`config.mk`:
```
export PLATFORM = sky130hd
export DESIGN_NAME = instr_encoder
export DESIGN_NICKNAME = d
export VERILOG_FILES = /design/src/rtl/instr_encoder.sv
export SDC_FILE = /design/constraint.sdc
export NUM_CORES = 1
export LEC_CHECK = 0
export BUFFER_PORTS_ARGS = -buffer_cell sky130_fd_sc_hd__buf_4
export CAP_MARGIN = 20
export CORE_MARGIN = 2
export CORE_UTILIZATION = 50
export DETAILED_ROUTE_END_ITERATION = 6
export PLACE_DENSITY = 0.88
export SLEW_MARGIN = 25
export SYNTH_ARGS = -nofsm -noshare
export SYNTH_HDL_FRONTEND = slang
export SYNTH_SLANG_ARGS = --single-unit
```
`constraint.sdc`:
```
create_clock -name clk -period 2.09 [get_ports clk]
set_input_delay 0.3135 -clock clk [delete_from_list [all_inputs] [get_ports clk]]
set_output_delay 0.3135 -clock clk [all_outputs]
set_load 0.05 [all_outputs]
```
`src/rtl/instr_encoder.sv`:
```
// instr_encoder: streaming RV32I instruction encoder.
// Takes symbolic requests (op, rd, rs1, rs2, imm) over a valid/ready handshake,
// range-checks the immediate, encodes legal requests into 32-bit RV32I words and
// writes them to instruction memory at an auto-incrementing word address.
// Ports:
//   clk, rstn            clock, async active-low reset
//   clr                  sync clear: address, full, err, err_cnt, output stage
//   in_valid/in_ready    request handshake; in_op/in_rd/in_rs1/in_rs2/in_imm payload
//   wr_valid/wr_ready    imem write handshake; wr_addr/wr_data payload
//   full                 all DEPTH slots allocated
//   err/err_cnt          sticky reject flag / saturating reject counter
module instr_encoder #(
  parameter int unsigned BASE_ADDR = 0,
  parameter int unsigned DEPTH     = 128,
  parameter int unsigned AW        = 7
) (
  input  logic          clk,
  input  logic          rstn,
  input  logic          clr,
  input  logic          in_valid,
  output logic          in_ready,
  input  logic [4:0]    in_op,
  input  logic [4:0]    in_rd,
  input  logic [4:0]    in_rs1,
  input  logic [4:0]    in_rs2,
  input  logic [31:0]   in_imm,
  output logic          wr_valid,
  input  logic          wr_ready,
  output logic [AW-1:0] wr_addr,
  output logic [31:0]   wr_data,
  output logic          full,
  output logic          err,
  output logic [7:0]    err_cnt
);

  localparam int unsigned CW       = AW + 1;
  localparam int unsigned END_ADDR = BASE_ADDR + DEPTH;
  localparam logic [CW-1:0] FIRST_SLOT = CW'(BASE_ADDR);
  localparam logic [CW-1:0] LAST_SLOT  = CW'(END_ADDR - 1);

  localparam logic [6:0] OPC_OP     = 7'b0110011;
  localparam logic [6:0] OPC_OP_IMM = 7'b0010011;
  localparam logic [6:0] OPC_LOAD   = 7'b0000011;
  localparam logic [6:0] OPC_STORE  = 7'b0100011;
  localparam logic [6:0] OPC_BRANCH = 7'b1100011;
  localparam logic [6:0] OPC_JAL    = 7'b1101111;
  localparam logic [6:0] OPC_JALR   = 7'b1100111;
  localparam logic [6:0] OPC_LUI    = 7'b0110111;

  localparam logic signed [31:0] I_MIN = -32'sd2048;
  localparam logic signed [31:0] I_MAX = 32'sd2047;
  localparam logic signed [31:0] B_MIN = -32'sd4096;
  localparam logic signed [31:0] B_MAX = 32'sd4094;
  localparam logic signed [31:0] J_MIN = -32'sd1048576;
  localparam logic signed [31:0] J_MAX = 32'sd1048574;

  logic [CW-1:0]      slot_q;   // address the next legal word will take
  logic [31:0]        enc;
  logic               legal;
  logic [2:0]         alu_f3;
  logic               alt;
  logic [2:0]         br_idx;
  logic [2:0]         br_f3;
  logic signed [31:0] imm_s;
  logic               fits_i, fits_sh, fits_b, fits_j, fits_u;
  logic               accept;
  logic               write_done;

  // Shared funct3 for register and immediate ALU ops; alt selects sub/sra/srai.
  always_comb begin
    alu_f3 = 3'b000;
    case (in_op)
      5'd2, 5'd11:               alu_f3 = 3'b100;
      5'd3, 5'd12:               alu_f3 = 3'b110;
      5'd4, 5'd13:               alu_f3 = 3'b111;
      5'd5, 5'd14:               alu_f3 = 3'b001;
      5'd6, 5'd7, 5'd15, 5'd16:  alu_f3 = 3'b101;
      5'd8, 5'd17:               alu_f3 = 3'b010;
      5'd9, 5'd18:               alu_f3 = 3'b011;
      default:                   alu_f3 = 3'b000;
    endcase
  end

  assign alt = (in_op == 5'd1) | (in_op == 5'd7) | (in_op == 5'd16);

  // Branch ops are ordered beq bne blt bge bltu bgeu: funct3 skips 010/011.
  assign br_idx = 3'(in_op - 5'd21);
  assign br_f3  = (br_idx < 3'd2) ? br_idx : br_idx + 3'd2;

  assign imm_s   = $signed(in_imm);
  assign fits_i  = (imm_s >= I_MIN) && (imm_s <= I_MAX);
  assign fits_sh = (in_imm < 32'd32);
  assign fits_b  = (imm_s >= B_MIN) && (imm_s <= B_MAX) && !in_imm[0];
  assign fits_j  = (imm_s >= J_MIN) && (imm_s <= J_MAX) && !in_imm[0];
  assign fits_u  = (in_imm[31:20] == 12'd0);

  // Encode by instruction format and flag requests whose immediate does not fit.
  always_comb begin
    enc   = 32'd0;
    legal = 1'b0;
    if (in_op <= 5'd9) begin
      legal = 1'b1;
      enc   = {alt ? 7'b0100000 : 7'b0000000, in_rs2, in_rs1, alu_f3, in_rd, OPC_OP};
    end else if (in_op >= 5'd14 && in_op <= 5'd16) begin
      legal = fits_sh;
      enc   = {alt ? 7'b0100000 : 7'b0000000, in_imm[4:0], in_rs1, alu_f3, in_rd, OPC_OP_IMM};
    end else if (in_op <= 5'd18) begin
      legal = fits_i;
      enc   = {in_imm[11:0], in_rs1, alu_f3, in_rd, OPC_OP_IMM};
    end else begin
      case (in_op)
        5'd19: begin
          legal = fits_i;
          enc   = {in_imm[11:0], in_rs1, 3'b010, in_rd, OPC_LOAD};
        end
        5'd20: begin
          legal = fits_i;
          enc   = {in_imm[11:5], in_rs2, in_rs1, 3'b010, in_imm[4:0], OPC_STORE};
        end
        5'd21, 5'd22, 5'd23, 5'd24, 5'd25, 5'd26: begin
          legal = fits_b;
          enc   = {in_imm[12], in_imm[10:5], in_rs2, in_rs1, br_f3,
                   in_imm[4:1], in_imm[11], OPC_BRANCH};
        end
        5'd27: begin
          legal = fits_j;
          enc   = {in_imm[20], in_imm[10:1], in_imm[11], in_imm[19:12], in_rd, OPC_JAL};
        end
        5'd28: begin
          legal = fits_i;
          enc   = {in_imm[11:0], in_rs1, 3'b000, in_rd, OPC_JALR};
        end
        5'd29: begin
          legal = fits_u;
          enc   = {in_imm[19:0], in_rd, OPC_LUI};
        end
        default: begin
          legal = 1'b0;
          enc   = 32'd0;
        end
      endcase
    end
  end

  // Ready only when a free slot exists and the output stage can take a word.
  assign in_ready   = rstn & ~full & (~wr_valid | wr_ready) & ~clr;
  assign accept     = in_valid & in_ready;
  assign write_done = wr_valid & wr_ready;

  // Output stage, slot allocation and error bookkeeping; clr wins over everything.
  always_ff @(posedge clk or negedge rstn) begin
    if (!rstn) begin
      wr_valid <= 1'b0;
      wr_addr  <= AW'(BASE_ADDR);
      wr_data  <= 32'd0;
      slot_q   <= FIRST_SLOT;
      full     <= 1'b0;
      err      <= 1'b0;
      err_cnt  <= 8'd0;
    end else if (clr) begin
      wr_valid <= 1'b0;
      wr_addr  <= AW'(BASE_ADDR);
      wr_data  <= 32'd0;
      slot_q   <= FIRST_SLOT;
      full     <= 1'b0;
      err      <= 1'b0;
      err_cnt  <= 8'd0;
    end else begin
      if (write_done) begin
        wr_valid <= 1'b0;
      end
      if (accept && legal) begin
        wr_valid <= 1'b1;
        wr_addr  <= slot_q[AW-1:0];
        wr_data  <= enc;
        slot_q   <= slot_q + CW'(1);
        if (slot_q == LAST_SLOT) begin
          full <= 1'b1;
        end
      end
      if (accept && !legal) begin
        err <= 1'b1;
        if (err_cnt != 8'hFF) begin
          err_cnt <= err_cnt + 8'd1;
        end
      end
    end
  end

endmodule

```
==> out/qor.yml, run 1 <==
outcome: "complete, but fails checks"
violations: "DRC, setup timing"
first_pass_iters: 7
grt_pass1_wl_um: 23000
routed_wl_um: 16300
drive_above_1_share_pct: 51.2
path_common_cell: "buf_4"
port_buffers: 107
intPower_mw: 1.94
crit_type: "in -> reg"
synthTopCellsByArea: "dfrtp_1 (37%), mux2_2 (5.9%), o211ai_1 (5.5%)"
cts_made_buffers: 9
fin_nets: 680
drtIter0Drc: 885
cpPeakStageDelay_ns: 0.37
wl_per_cell_um: 22.7
num_antenna_cells: 0
die_h_um: 91.5
synth_area_um2: 3820
avgSynthCellArea_um2: 9.19
yosys.area.top_type_share_pct: 37.3
maxSlewViolCount: 0
synthArstFlopShare_pct: 100
dp_hpwl_um: 10000
endpoint_kind: "flop"
viasPerCell: 6.79
cpMaxStageDelayCell: "nor3_1"
hold_class: "in -> async"
setup_viol: 53
multi_input_area_um2: 2630
final_area_um2: 6260
ios: 108
drv_cap: 0
fmax_mhz: 425
period_share_pct: 113
ys_types: 59
clk_path_buf_depth: 2
hold_viol: 0
crit_start: "in_op[0]"
required_ns: 2.33
initial_core_util_pct: 52.2
worstPathMaxFanout: 6
worst_slack_ns: -0.265
die_area_um2: 8370
gr-total-overflow: 0
nFillCells: 342
period_minus_slack_ns: 2.35
antenna_found_initial: 0
grt_usage_pct: 34.5
rows: 31
yosysTopAreaCell: "dfrtp_1"
skew_ns: 0.00832
slew_headroom_pct: 51.8
switchingPower_mw: 0.967
ant_nets: 0
crit_chain: "buf_12, inv_8, ha_4, buf_4, o31ai_4, o32ai_4, nor3_1, nor2_2, o21ai_4, buf_4, buf_4, nor3_4, a31o_2"
cts_hold_buf: 0
worstPathArrival_ns: 2.60
worstSetupStartpointType: "input pin"
seqCellArea_um2: 1430
ys.flop_type: "dfrtp_1"
swShare_pct: 33.3
area_growth_syn_to_layout_pct: 63.6
die_x_um: 91.5
root_buffer: "clkbuf_8"
grt_start_max_net_pins: 58
core_um2: 7330
placed_area_um2: 5470
vias: 4876
clock_latency_ns: 0.36
syn_inst: 416
p_leak_nw: 2.87
ys_warn_count: 0
power_mw: 2.90
p_comb_share_pct: 28.0
synth_nets: 482
irDropWorstVdd_uv: 281
synth_edf_count: 0
powerDensity_nw_per_um2: 464
gp_congestion: 1.02
seqPwrFrac_pct: 38.9
r2r_start: "err_cnt[0]$_DFFE_PN0P_"
seq_area_frac_synth_pct: 37.3
cts_num_sinks: 57
worstMarginPinSlew_ns: 0.723
pwr-share-clk_pct: 33.1
fin_tns_setup_ns: -6.92
cts_tree: "done"
clk_pin_slew_ns: 0.08
rsz0062_at_grt: "yes"
htreeDepth: 3
grt_pass1_vias: 4583
drc: 3
ys_ff_latch: 57
## metrics by stage
stage | hold WS (ns) | util, % | cells | worst slack [ns]
detailed placement | 0.511 | 74.6 | 680 | -0.543
floorplan | 0.0179 | - | 416 | -0.421
CTS | 0.135 | 80.9 | 705 | -0.0394
finish | 0.115 | 85.3 | 718 | -0.265
global placement | 0.500 | 74.6 | 680 | -0.483
global route | 0.176 | 85.3 | 718 | -0.325
## per-layer routing
layer  track usage [%]  part of all wire, %  wire length (um)  vias to the layer above
met1              42.8                   34              5580                     2264
li1                  -                    -                 -                     2020
met2              56.9                   47              7720                      455
met3              6.39                   11              1830                      137
met4              18.3                  7.0              1140                        0
met5                 0                    0                 0                        -
## registers in the layout, indices dropped and copies added (netlist names)
register / cells
wr_data: 31
err_cnt: 8
slot_q: 8
wr_addr: 7
err: 1
full: 1
wr_valid: 1
## cells in the final DEF (no fill, tap or decap), types with 13 or more instances in the layout
| cell | instances |
|---|---|
| mux2_4 | 16 |
| o211ai_1 | 28 |
| o21ai_1 | 18 |
| a22oi_1 | 13 |
| dfrtp_1 | 56 |
| nor2b_1 | 24 |
| nor2_1 | 24 |
| buf_4 | 196 |
| nand2_1 | 15 |
| nand4_1 | 13 |
## critical path, delay by kind of cell
family | cells | cell delay [ns]
AO/OA/AOI/OAI | 4 | 0.98
buffers and inverters | 5 | 0.57
AND/OR/NAND/NOR | 3 | 0.56
adder cells (fa/ha/maj) | 1 | 0.16
## synthesized netlist by cell type (3+ instances only)
| cell | n |
|---|---|
| ha_1 | 9 |
| buf_4 | 7 |
| nand4_1 | 13 |
| nor2_1 | 26 |
| nand3_1 | 9 |
| nor2b_1 | 25 |
| or2_2 | 3 |
| or3_1 | 6 |
| a211oi_1 | 3 |
| inv_1 | 8 |
| a2bb2oi_1 | 5 |
| nor3_1 | 8 |
| a222oi_1 | 11 |
| o21ai_0 | 30 |
| o31ai_1 | 8 |
| a31oi_1 | 4 |
| and2_1 | 3 |
| clkbuf_1 | 17 |
| mux2_2 | 20 |
| mux2i_1 | 4 |
| a22oi_1 | 14 |
| and3_1 | 7 |
| o21ai_1 | 3 |
| o22ai_1 | 3 |
| a21oi_1 | 16 |
| dfrtp_1 | 57 |
| buf_2 | 9 |
| and4_1 | 3 |
| o211ai_1 | 28 |
| nor4_1 | 10 |
| nand2_1 | 15 |
## path summary, 6_finish.rpt
| check | endpoint | slack (ns) | cells past startpoint |
|---|---|---|---|
| setup / recovery | full$_DFFE_PN0P_ | -0.26 | 13 |
| hold / removal | wr_data[25]$_DFFE_PN0P_ | 0.11 | 2 |
| setup reg to reg | err_cnt[5]$_DFFE_PN0P_ | 0.01 | 6 |
| hold reg to reg | wr_data[16]$_DFFE_PN0P_ | 0.54 | 2 |
| max in group asynchronous | wr_valid$_DFFE_PN0P_ | 1.47 | 2 |
| min in group clk | wr_valid$_DFFE_PN0P_ | 0.22 | 3 |
## final cells by class
class                   count  share of cell area [%]
multi-input cells         317                    42.0
repair buffers            221                    29.7
flip-flops and latches     57                    22.8
clock buffers              11                    2.26
well taps                  99                    1.98
inverters                   8                   0.720
clock inverters             5                   0.500
## cells by family after synthesis
kind of cell | after synthesis | synth area share (%)
multiplexers | 25 | 7.33
XOR/XNOR | 1 | 0.229
AO/OA/AOI/OAI | 145 | 27.0
adder cells (fa/ha/maj) | 9 | 2.94
AND/OR/NAND/NOR | 137 | 19.9
flip-flops | 57 | 37.3
buffers and inverters | 42 | 5.30
## power groups by stage
stage               logic (mW)  registers [mW]  clock network (mW)
finish                   0.813            1.13               0.961
global route             0.847            1.13                1.02
CTS                      0.716            1.13               0.936
detailed placement       0.670            1.15                   0
global placement         0.656            1.15                   0
floorplan                0.271            1.20                   0
## repair_timing
| item | CTS | global route |
|---|---|---|
| setup endpoints to repair | 54 | 56 |
| gates resized for setup | 43 | 71 |
| buffers inserted | 10 | 13 |
| gates cloned | 1 | 2 |
| pin swaps | 13 | 26 |
Note: power is estimated with default switching activity, not from simulation.
==> run 2, diff against run 1 <==
Clock period 2.09 ns to 2.8 ns, I/O delays scaled along.
==> out/qor.yml, run 2 (same netlist as run 1, synthesis figures left out) <==
worstPathArrival_ns: 2.82  # +0.22 ns
clk_path_buf_depth: 2  # unchanged
final_area_um2: 5070  # -19%
holdWs_ns: 0.258  # +0.144 ns
placed_area_um2: 4860  # -11%
ios: 108  # unchanged
slew_headroom_pct: 40.0  # -12 points
maxSlewViolCount: 0  # unchanged
crit_type: "in -> reg"
die_h_um: 91.5  # unchanged
port_buffers: 107  # unchanged
rsz0062_at_grt: "no"
multi_input_area_um2: 2220  # -16%
endpoint_kind: "flop"
die_x_um: 91.5  # unchanged
die_area_um2: 8370  # unchanged
first_pass_iters: 7  # unchanged
met3_usage_pct: 6.14  # -0.25 points
crit_chain: "buf_4, inv_1, ha_1, o31ai_1, o32ai_1, nor3_1, nor2_1, o21ai_2, buf_4, o211ai_1, o21ai_0"
gr-total-overflow: 0  # unchanged
nFillCells: 549  # +61%
top_register: "wr_data"
hold_class: "in -> async"
viasPerCell: 6.40  # -5.7%
drtIter0Drc: 573  # -35%
fin_tns_setup_ns: 0  # +6.92 ns
place_ws_ns: -0.0703  # +0.473 ns
cts_hold_buf: 0  # unchanged
irDropWorstVdd_uv: 269  # -4.0%
worstSetupStartpointType: "input pin"
vias: 4052  # -17%
cpMaxStageDelayCell: "o32ai_1"
fin_nets: 596  # -12%
final_util_pct: 69.2  # -16 points
area_growth_syn_to_layout_pct: 32.6
cpPeakStageDelay_ns: 0.66  # +0.29 ns
layout_commonest_cell: "buf_4"
required_ns: 3.00  # +0.67 ns
cts_made_buffers: 9  # unchanged
largest_reg_flops: 31  # unchanged
core_um2: 7330  # unchanged
gp_congestion: 0.963  # -5.4%
root_buffer: "clkbuf_8"
cts_tree: "done"
top_usage_layer: "met2"
dp_hpwl_um: 8910  # -11%
worstMarginPinSlew_ns: 0.898  # +0.175 ns
gr-usage-met2_pct: 46.0  # -11 points
hold_viol: 0  # unchanged
worstPathMaxFanout: 23  # +17
period_minus_slack_ns: 2.62
outcome: "finished, final reports clean"
drive_above_1_share_pct: 34.6  # -17 points
most-common-layout-cells: "buf_4 (134), dfrtp_1 (57), o21ai_0 (30)"
grt_usage_pct: 28.5  # -6.0 points
top_regs: "wr_data (31), err_cnt (8), slot_q (8)"
power_mw: 2.10  # -28%
path_common_cell: "buf_4"
period_share_pct: 93.6
grt_pass1_wl_um: 19100  # -17%
wl_per_cell_um: 19.0  # -16%
p_leak_nw: 2.33  # -19%
cts_num_sinks: 57  # unchanged
fmax_mhz: 381
cts_resized: 0  # -100%
htreeDepth: 3  # unchanged
final_cell_count_no_fill: 633  # -12%
clock_latency_ns: 0.33  # -0.03 ns
num_antenna_cells: 0  # unchanged
setup_viol: 0  # -100%
drv_cap: 0  # unchanged
drc: 0  # -3
grt_pass1_vias: 3881  # -15%
powerDensity_nw_per_um2: 414  # -11%
grt_use_met1_pct: 37.5  # -5.3 points
seqCellArea_um2: 1430  # about the same
rows: 31  # unchanged
r2r_cells: 6  # unchanged
routed_wl_um: 12000  # -26%
antenna_found_initial: 0  # unchanged
worst_slack_ns: 0.178  # +0.443 ns
grt_start_max_net_pins: 58  # unchanged
skew_ns: 0.00388  # -0.00444 ns
cts_setup_buffers: 0  # -10
clk_pin_slew_ns: 0.06  # -0.02 ns
placedCellCount: 618  # -9.1%
ant_nets: 0  # unchanged
initial_core_util_pct: 52.2  # unchanged
[run 2: final timing paths]
| kind | start | end | slack, ns |
|---|---|---|---|
| worst max-delay path | in_op[0] | wr_data[18]$_DFFE_PN0P_ | 0.18 |
| worst min-delay path | rstn | wr_data[8]$_DFFE_PN0P_ | 0.26 |
| worst max register to register | wr_valid$_DFFE_PN0P_ | err_cnt[5]$_DFFE_PN0P_ | 0.74 |
| worst min register to register | err$_DFFE_PN0P_ | err$_DFFE_PN0P_ | 0.53 |
| max in group asynchronous | rstn | slot_q[3]$_DFFE_PN0P_ | 2.06 |
| min in group clk | wr_ready | wr_valid$_DFFE_PN0P_ | 0.40 |
[run 2: final cells by class]
| class | count | share of cell area [%] |
|---|---|---|
| flip-flops and latches | 57 | 28.1 |
| multi-input cells | 317 | 43.7 |
| clock inverters | 6 | 1.65 |
| inverters | 8 | 0.592 |
| well taps | 99 | 2.44 |
| repair buffers | 137 | 21.0 |
| clock buffers | 9 | 2.44 |
[run 2: routing by layer]
layer	wire (um)	share of wire, %
met2	5740	48
met5	0	0
met3	1140	9.5
met1	4770	40
met4	391	3.2
[run 2: worst max-delay path, delay by kind of cell]
family / cells / cell delay [ns]
AOI/OAI and AO/OA: 5 / 1.31
buffers and inverters: 3 / 0.49
and+or+nand+nor: 2 / 0.33
adders and majority gates: 1 / 0.25
[run 2: report_power, final]
group	switching [mW]	internal, mW	total (mW)
clock network	0.335	0.492	0.827
logic	0.262	0.167	0.429
registers	0.00832	0.835	0.844
==> run 3, diff against run 2 <==
Settings changed: GPL_TIMING_DRIVEN from default to 0, MAX_ROUTING_LAYER from default to met4.
==> out/qor.yml, run 3 (same netlist as run 1, synthesis figures left out) <==
outcome: "finished, final reports clean"
maxSlewViolCount: 0  # unchanged
rows: 31  # unchanged
clock_latency_ns: 0.35  # +0.02 ns
powerDensity_nw_per_um2: 403  # -2.8%
power_mw: 2.07  # -1.2%
first_pass_iters: 6  # -1
drive_above_1_share_pct: 35.5  # +0.83 points
worstPathArrival_ns: 2.94  # +0.12 ns
placed_area_um2: 4750  # -2.3%
area_growth_syn_to_layout_pct: 34.7
most-common-layout-cells: "buf_4 (118), dfrtp_1 (57), o21ai_0 (30)"
die_area_um2: 8370  # unchanged
drtIter0Drc: 665  # +16%
required_ns: 3.01  # about the same
vias: 4154  # +2.5%
seqCellArea_um2: 1430  # unchanged
dp_hpwl_um: 9200  # +3.3%
clk_pin_slew_ns: 0.07  # about the same
drc: 0  # unchanged
top_register: "wr_data"
fmax_mhz: 367  # -3.9%
ant_nets: 0  # unchanged
wl_per_cell_um: 19.5  # +2.4%
period_share_pct: 97.4  # +3.8 points
grt_usage_pct: 31.0  # +2.5 points
num_antenna_cells: 0  # unchanged
skew_ns: 0.0149  # +0.0111 ns
crit_type: "in -> reg"
htreeDepth: 3  # unchanged
die_h_um: 91.5  # unchanged
cts_num_sinks: 57  # unchanged
worstSetupStartpointType: "input pin"
viasPerCell: 6.46  # +0.92%
routed_wl_um: 12500  # +4.1%
cts_hold_buf: 0  # unchanged
hold_class: "in -> async"
irDropWorstVdd_uv: 209  # -22%
drv_cap: 0  # unchanged
grt_pass1_wl_um: 20100  # +5.0%
nFillCells: 568  # +3.5%
gr-total-overflow: 0  # unchanged
core_um2: 7330  # unchanged
ios: 108  # unchanged
grt_pass1_vias: 4036  # +4.0%
worstMarginPinSlew_ns: 0.725  # -0.173 ns
place_ws_ns: -0.739  # -0.669 ns
p_leak_nw: 2.30  # -1.3%
slew_headroom_pct: 51.6  # +12 points
cts_made_buffers: 9  # unchanged
final_area_um2: 5150  # +1.6%
grt_start_max_net_pins: 59  # +1.7%
fin_nets: 605  # +1.5%
hold_viol: 0  # unchanged
endpoint_kind: "flop"
die_x_um: 91.5  # unchanged
worstPathMaxFanout: 10  # -57%
layout_commonest_cell: "buf_4"
largest_reg_flops: 31  # unchanged
multi_input_area_um2: 2320  # +4.8%
port_buffers: 105  # -1.9%
initial_core_util_pct: 52.2  # unchanged
setup_viol: 0  # unchanged
top_regs: "wr_data (31), err_cnt (8), slot_q (8)"
cts_tree: "done"
period_minus_slack_ns: 2.73  # +0.105 ns
gp_congestion: 1.01  # +5.0%
antenna_found_initial: 0  # unchanged
root_buffer: "clkbuf_8"
clk_path_buf_depth: 2  # unchanged
worst_slack_ns: 0.0730  # -0.105 ns
[run 3: cell types whose count changed in the layout (fill, tap and decap cells not counted), sizes merged]
cell / before / now
clkbuf: 9 / 28
clkinv: 4 / 3
buf: 137 / 128
clkinvlp: 0 / 2
bufinv: 2 / 1
[run 3: layer usage]
layer  vias up  GRT usage (%)  wire (um)
li1       1869              -          -
met5         -              -          0
met3        46           5.64        927
met1      2016           39.5       5150
met4         0           10.9        399
met2       223           49.6       6050
[run 3: report_power, final]
| part | switching (mW) | internal (mW) | leakage [nW] |
|---|---|---|---|
| logic | 0.273 | 0.170 | 1.40 |
| clock network | 0.352 | 0.436 | 0.0985 |
| registers | 0.00815 | 0.835 | 0.793 |
[run 3: cell type report]
class | instances | share of cell area [%]
inverters | 8 | 0.631
flip-flops and latches | 57 | 27.7
clock buffers | 10 | 2.67
plain buffers | 34 | 3.86
clock inverters | 6 | 1.31
repair buffers | 112 | 16.3
well taps | 99 | 2.40
multi-input cells | 317 | 45.1
[run 3: final timing paths]
check / from / endpoint / slack, ns / depth (start not counted)
worst max-delay path: in_op[1] / wr_data[26]$_DFFE_PN0P_ / 0.07 / 15
worst min-delay path: rstn / wr_data[12]$_DFFE_PN0P_ / 0.12 / 1
worst max register to register: wr_valid$_DFFE_PN0P_ / err_cnt[5]$_DFFE_PN0P_ / 0.67 / 6
worst min register to register: wr_data[19]$_DFFE_PN0P_ / wr_data[19]$_DFFE_PN0P_ / 0.53 / 2
max in group asynchronous: rstn / wr_data[26]$_DFFE_PN0P_ / 2.18 / 1
min in group clk: in_rd[3] / wr_data[10]$_DFFE_PN0P_ / 0.38 / 3
[run 3: repair_timing]
| item | CTS | global route |
|---|---|---|
| buffers inserted | 1 | 6 |
| gates resized for setup | 6 | 31 |
| pin swaps | 1 | 6 |
| setup endpoints to repair | 46 | 51 |
[run 3: stage by stage]
step | util, % | hold slack [ns] | setup TNS [ns] | std cells
floorplan | - | 0.124 | -0.00550 | 416
global placement | 64.9 | 0.495 | -30.03 | 620
detailed placement | 64.9 | 0.514 | -31.80 | 620
CTS | 68.2 | 0.160 | -0.579 | 637
global route | 70.3 | 0.188 | -0.602 | 643
finish | 70.3 | 0.117 | 0 | 643
[run 3: critical path, stage by stage]
cell,delay (ns)
buf_4,0.12
buf_2,0.17
inv_4,0.10
ha_1,0.16
buf_6,0.14
o31ai_4,0.07
buf_4,0.15
o32ai_4,0.38
nor3_1,0.10
nor2_1,0.28
o21ai_2,0.12
buf_4,0.20
clkbuf_4,0.20
o211ai_1,0.20
o31ai_1,0.10
